[src/rtl/data_bus_ctrl.sv]
// -----------------------------------------------------------------------------
// data_bus_ctrl
//   Data-side memory controller that sits directly behind the CPU data port.
//   Addresses below IO_BASE are served by a local data RAM with one cycle of
//   read latency. Addresses from IO_BASE to 0xFF are forwarded to an external
//   MMIO bus through a req/ack handshake. While an MMIO access is in flight,
//   the controller raises busy so the core can stall (busy is ANDed into the
//   core clock enable).
//
//   Optional feature: when DATA_BUS_IO_TIMEOUT_EN is defined, an MMIO access
//   that sees no io_ack within IO_TIMEOUT enabled cycles is forced to
//   complete. Reads then return 8'hFF, and the sticky io_err flag is set.
//   In the default build there is no timeout counter, and io_err is tied to 0.
//
// Parameters
//   IO_BASE     first MMIO address; the RAM covers 0 .. IO_BASE-1
//   IO_TIMEOUT  timeout in enabled cycles, 1..255 (optional feature only)
//
// Ports
//   clk          in   system clock
//   async_rst_n  in   asynchronous active-low reset
//   clk_en       in   global clock enable; nothing updates while it is low
//   cpu_req      in   data access request
//   cpu_we       in   1 = write, 0 = read
//   cpu_addr     in   byte address [7:0]
//   cpu_wdata    in   write data [7:0]
//   cpu_rdata    out  registered read data [7:0]
//   busy         out  stall request to the core
//   io_req       out  MMIO request, held until acknowledged
//   io_we        out  latched MMIO write strobe
//   io_addr      out  latched MMIO register index (cpu_addr[3:0])
//   io_wdata     out  latched MMIO write data [7:0]
//   io_rdata     in   MMIO read data, valid together with io_ack
//   io_ack       in   MMIO completion; held by the device until io_req drops
//   io_err       out  sticky timeout flag
// -----------------------------------------------------------------------------
module data_bus_ctrl #(
    parameter logic [7:0] IO_BASE    = 8'hF0,
    parameter int unsigned IO_TIMEOUT = 64
) (
    input  logic       clk,
    input  logic       async_rst_n,
    input  logic       clk_en,
    input  logic       cpu_req,
    input  logic       cpu_we,
    input  logic [7:0] cpu_addr,
    input  logic [7:0] cpu_wdata,
    output logic [7:0] cpu_rdata,
    output logic       busy,
    output logic       io_req,
    output logic       io_we,
    output logic [3:0] io_addr,
    output logic [7:0] io_wdata,
    input  logic [7:0] io_rdata,
    input  logic       io_ack,
    output logic       io_err
);

    localparam int RAM_DEPTH = int'(IO_BASE);

    typedef enum logic [1:0] {
        ST_IDLE    = 2'd0,
        ST_IO_WAIT = 2'd1,
        ST_IO_DONE = 2'd2
    } state_e;

    state_e     state_q, state_d;
    logic [7:0] rdata_q, rdata_d;
    logic       io_req_q, io_req_d;
    logic       io_we_q, io_we_d;
    logic [3:0] io_addr_q, io_addr_d;
    logic [7:0] io_wdata_q, io_wdata_d;

    logic       is_io_s;
    logic       ram_hit_s;
    logic       ram_we_s;
    logic [7:0] ram_rdata_s;
    logic       timeout_s;

    // The RAM contents are intentionally not reset.
    logic [7:0] mem_q [0:RAM_DEPTH-1];

`ifdef DATA_BUS_IO_TIMEOUT_EN
    localparam logic [7:0] TIMEOUT_LAST = 8'(IO_TIMEOUT - 1);
    logic [7:0] cnt_q, cnt_d;
    logic       err_q, err_d;
`endif

    assign is_io_s     = (cpu_addr >= IO_BASE);
    assign ram_hit_s   = (state_q == ST_IDLE) && cpu_req && !is_io_s;
    assign ram_we_s    = ram_hit_s && cpu_we;
    assign ram_rdata_s = mem_q[cpu_addr];

`ifdef DATA_BUS_IO_TIMEOUT_EN
    // A timeout fires on the last waiting cycle, which is the edge where the
    // counter would reach IO_TIMEOUT. A simultaneous ack takes priority.
    assign timeout_s = (state_q == ST_IO_WAIT) && !io_ack && (cnt_q == TIMEOUT_LAST);
`else
    assign timeout_s = 1'b0;
`endif

    // Next-state logic for the FSM and all registered outputs.
    always_comb begin
        state_d    = state_q;
        rdata_d    = rdata_q;
        io_req_d   = io_req_q;
        io_we_d    = io_we_q;
        io_addr_d  = io_addr_q;
        io_wdata_d = io_wdata_q;
`ifdef DATA_BUS_IO_TIMEOUT_EN
        cnt_d      = cnt_q;
        err_d      = err_q;
`endif
        case (state_q)
            ST_IDLE: begin
                if (cpu_req) begin
                    if (is_io_s) begin
                        // Capture the access so the MMIO bus sees stable
                        // signals while the core is stalled.
                        io_we_d    = cpu_we;
                        io_addr_d  = cpu_addr[3:0];
                        io_wdata_d = cpu_wdata;
                        io_req_d   = 1'b1;
                        state_d    = ST_IO_WAIT;
`ifdef DATA_BUS_IO_TIMEOUT_EN
                        cnt_d      = 8'd0;
`endif
                    end else begin
                        if (!cpu_we) begin
                            rdata_d = ram_rdata_s;
                        end else begin
                            rdata_d = rdata_q;
                        end
                    end
                end else begin
                    state_d = ST_IDLE;
                end
            end
            ST_IO_WAIT: begin
                if (io_ack) begin
                    if (!io_we_q) begin
                        rdata_d = io_rdata;
                    end else begin
                        rdata_d = rdata_q;
                    end
                    io_req_d = 1'b0;
                    state_d  = ST_IO_DONE;
                end else if (timeout_s) begin
                    if (!io_we_q) begin
                        rdata_d = 8'hFF;
                    end else begin
                        rdata_d = rdata_q;
                    end
                    io_req_d = 1'b0;
                    state_d  = ST_IO_DONE;
`ifdef DATA_BUS_IO_TIMEOUT_EN
                    err_d    = 1'b1;
`endif
                end else begin
`ifdef DATA_BUS_IO_TIMEOUT_EN
                    cnt_d   = cnt_q + 8'd1;
`endif
                    state_d = ST_IO_WAIT;
                end
            end
            ST_IO_DONE: begin
                // busy is low here so the core retires the access. The
                // request the core still presents is deliberately ignored.
                state_d = ST_IDLE;
            end
            default: begin
                state_d  = ST_IDLE;
                io_req_d = 1'b0;
            end
        endcase
    end

    // Stall the core for an MMIO access that is starting or in progress.
    // Reset forces busy low immediately, even if an MMIO request is presented.
    always_comb begin
        busy = 1'b0;
        if (!async_rst_n) begin
            busy = 1'b0;
        end else if (state_q == ST_IO_WAIT) begin
            busy = 1'b1;
        end else if ((state_q == ST_IDLE) && cpu_req && is_io_s) begin
            busy = 1'b1;
        end else begin
            busy = 1'b0;
        end
    end

    // State and output registers, updated only on enabled cycles.
    always_ff @(posedge clk or negedge async_rst_n) begin
        if (!async_rst_n) begin
            state_q    <= ST_IDLE;
            rdata_q    <= 8'h00;
            io_req_q   <= 1'b0;
            io_we_q    <= 1'b0;
            io_addr_q  <= 4'h0;
            io_wdata_q <= 8'h00;
        end else if (clk_en) begin
            state_q    <= state_d;
            rdata_q    <= rdata_d;
            io_req_q   <= io_req_d;
            io_we_q    <= io_we_d;
            io_addr_q  <= io_addr_d;
            io_wdata_q <= io_wdata_d;
        end
    end

`ifdef DATA_BUS_IO_TIMEOUT_EN
    // Timeout counter and sticky error flag.
    always_ff @(posedge clk or negedge async_rst_n) begin
        if (!async_rst_n) begin
            cnt_q <= 8'd0;
            err_q <= 1'b0;
        end else if (clk_en) begin
            cnt_q <= cnt_d;
            err_q <= err_d;
        end
    end

    assign io_err = err_q;
`else
    assign io_err = 1'b0;
`endif

    // Local data RAM write port; writes commit at the edge of the request cycle.
    always_ff @(posedge clk) begin
        if (clk_en && ram_we_s) begin
            mem_q[cpu_addr] <= cpu_wdata;
        end
    end

    assign cpu_rdata = rdata_q;
    assign io_req    = io_req_q;
    assign io_we     = io_we_q;
    assign io_addr   = io_addr_q;
    assign io_wdata  = io_wdata_q;

endmodule
[config.mk]
export PLATFORM = sky130hd
export DESIGN_NAME = data_bus_ctrl
export DESIGN_NICKNAME = d
export VERILOG_FILES = /design/src/rtl/data_bus_ctrl.sv
export SDC_FILE = /design/constraint.sdc
export NUM_CORES = 2
export LEC_CHECK = 0
export BUFFER_PORTS_ARGS = -buffer_cell sky130_fd_sc_hd__buf_2
export CAP_MARGIN = 15
export CORE_UTILIZATION = 60
export DETAILED_ROUTE_END_ITERATION = 12
export MAX_ROUTING_LAYER = met4
export PLACE_DENSITY = 0.76
export SYNTH_ARGS = -nofsm -noshare
export SYNTH_HDL_FRONTEND = slang
export SYNTH_SLANG_ARGS = --single-unit
[constraint.sdc]
create_clock -name clk -period 3.6 [get_ports clk]
set_input_delay 0.72 -clock clk [delete_from_list [all_inputs] [get_ports clk]]
set_output_delay 0.72 -clock clk [all_outputs]
set_load 0.01 [all_outputs]
==> out/qor.txt <==
Setup crit start kind: primary input
largest family of logic cells by synthesized area: multiplexers
fin crit share: 0.930
adder-cell share of the synthesized area: 0
Synth area leader: edfxtp_1
Rows: 130
final setup vio count: 0
vias in the first global route: 40700
Arrival @ worst endpoint: 4010 ps
R2R Path Start: mem_q[58][1]$_DFFE_PP_
Critical Path Sink Type: register
Placed Instances: 5684
placed inst area: 82000 um^2
H-Tree Depth: 4
die area: 128000 um^2
setup slack, reg-to-reg: 360 ps
worst-margin pin slew: 1110 ps
Vias: 41400
Peak Freq: 0.299 GHz
Met3 Wirelength: 29500 um
Synth Register Bits: 1944
IO Port Bufs: 52
Setup Buffers After CTS: 0
DR DRC count: 0
DR top layer: met4
Commonest cells post-synth: 1920 x edfxtp_1, 440 x mux4_2, 271 x nor2_1, 181 x mux2i_1, 104 x nand2_1
multiplexer share of the synthesized area: 0.158
share of cells above drive strength 1: 0.305
top-area cell type share of the netlist area: 0.761
GR Overflow Total: 0
Post-synth ARST share: 0.0123
CTS root buf: clkbuf_16
status: complete, no violations
Pwr per Cell Area: 530 nW/um^2
sequential share of the synthesized area: 0.769
max-cap violations: 0
RD Place Congestion: 1.02
critical path class: in -> reg
CTS tree: yes
Hold Fails Final Rpt: 0
die span in y: 357 um
clk buf depth: 3
initial antenna violation count: 11
TritonCTS Buffers: 186
core region area: 125000 um^2
Worst slew margin: 0.256
Synth Flop Type: edfxtp_1
Slew Viols, Final: 0
Synth Area in Compound Gates: 0.0278
number of synthesized flops with an enable pin: 1920
# IOs: 54
Req. time, crit path: 4270 ps
non-filler cells, final: 6038
R2R Path End: cpu_rdata[1]$_DFFE_PN0P_
die width: 357 um
metal2 WL: 96000 um
Nets: 4252
Crit Path Max Fanout: 21
Post-Route M1 WL: 72700 um
gr usage total: 0.342
initial drt markers: 7447
fin crit period: 3350 ps
Synth Area in Simple Gates: 0.0297
class of the worst hold path: in -> async
initial core utilization: 0.604
cell count of the worst reg-to-reg path: 9
first-pass GRT wire length: 294000 um
largest net degree at the start of global routing: 117
Max Clock Skew: 47.7 ps
unrepaired setup endpoints after global routing: false
WL/cell: 34.5 um
final antenna-violating net count: 0
Mapped Area: 75800 um^2
Synth-to-Final Area Change: 15.9%
worst skew pair latency: 820 ps
routed vias/inst: 6.85
Synth Area in XOR/XNOR: 0
Post-Route WL: 208000 um
synth top area cells: edfxtp_1 76%, mux4_2 13%, mux2i_1 2.4%
Resized Gates After CTS: 0
Post-Route Utilization: 0.700
most common cell in the netlist: edfxtp_1
Mapped Nets: 3655
hpwl dp: 134000 um
Distinct cells, synth: 66
Post-Syn Instances: 3625
synth warn: 0
Avg Cell Area, Syn: 20.9 um^2
CTS Hold Bufs: 0
P_leak: 28.8 nW
TritonRoute pass-1 iters: 5
Reg clk slew, reported paths: 60 ps
post-route cell area: 87800 um^2
CTS Sinks: 1944
VDD IR-drop max: 483 uV
## critical path, stage by stage
cell	delay, ps
buf_8	320
buf_12	260
mux4_2	530
mux2i_1	300
buf_4	200
o22ai_1	100
a211o_1	300
a2111oi_0	750
buf_4	240
and3_1	150
a21oi_1	80
## layer usage
metal,GRT usage,vias to the layer above
met4,0.145,0
met1,0.453,21100
met5,-,-
li1,-,16300
met3,0.101,595
met2,0.499,3414
## per-stage QoR
stage                     worst slack, ps  power (W)  hold slack (ps)  TNS, ps
after global placement               -584     0.0283              485    -1170
final                                 253     0.0465              125        0
after floorplan                       387     0.0268              424        0
after global routing                  299     0.0475              104        0
after detailed placement             -627     0.0283              492    -1500
after CTS                             312     0.0465             70.1        0
## logic make-up after synthesis
| group | Yosys count |
|---|---|
| muxes | 640 |
| DFF | 1944 |
| and+or+nand+nor | 515 |
| other | 1 |
| AOI/OAI and AO/OA | 302 |
| buffers and inverters | 223 |
## worst max-delay path by stage
stage / depth (start not counted) / endpoint / slack, ps / startpoint
after floorplan: 10 / mem_q[66][0]$_DFFE_PP_ / 390 / cpu_addr[1]
after global placement: 11 / cpu_rdata[1]$_DFFE_PN0P_ / -580 / cpu_addr[0]
after detailed placement: 11 / cpu_rdata[1]$_DFFE_PN0P_ / -630 / cpu_addr[0]
after CTS: 11 / cpu_rdata[1]$_DFFE_PN0P_ / 310 / cpu_addr[0]
after global routing: 9 / cpu_rdata[4]$_DFFE_PN0P_ / 300 / cpu_addr[0]
final: 11 / cpu_rdata[1]$_DFFE_PN0P_ / 250 / cpu_addr[0]
## state kept, by name, summed over array words and instances, names as in the netlist
name       count
io_addr        4
cpu_rdata      8
io_wdata       8
mem_q       1920
state_q        2
io_req         1
io_we          1
## area by class of cell
type	count	area, um^2
diodes	9	22.5
clock buffers	245	4960
clock inverters	100	771
fillers	7227	37600
inverters	7	28.8
multi-input cells	1458	16300
flip-flops and latches	1944	58300
well taps	1650	2060
repair buffers	625	5350
## placed cells by master (no fill, tap or decap), types with 9 or more instances in the layout
cell type  count
a21oi_1       46
a221oi_1      18
a22o_1        11
a22oi_1       92
a31oi_1       14
buf_12        57
buf_2         40
buf_4        517
buf_6          9
clkbuf_1      54
clkbuf_16    189
clkinv_1      55
clkinv_2      21
dfrtp_1       24
diode_2        9
edfxtp_1    1920
mux2_2        19
mux2i_1      181
mux4_2       440
nand2_1      104
nand2b_1      10
nand3_1       49
nand4_1       13
nor2_1       271
nor2b_1       11
nor3_1        12
o211ai_1       9
o21ai_0       33
o22ai_1       30
## report_power, final
group | internal (W) | switching (W)
Clock | 0.0103 | 0.00825
Sequential | 0.0249 | 0.000143
Combinational | 0.00107 | 0.00182
Total | 0.0363 | 0.0102
Power figures use the tool's default switching activity.
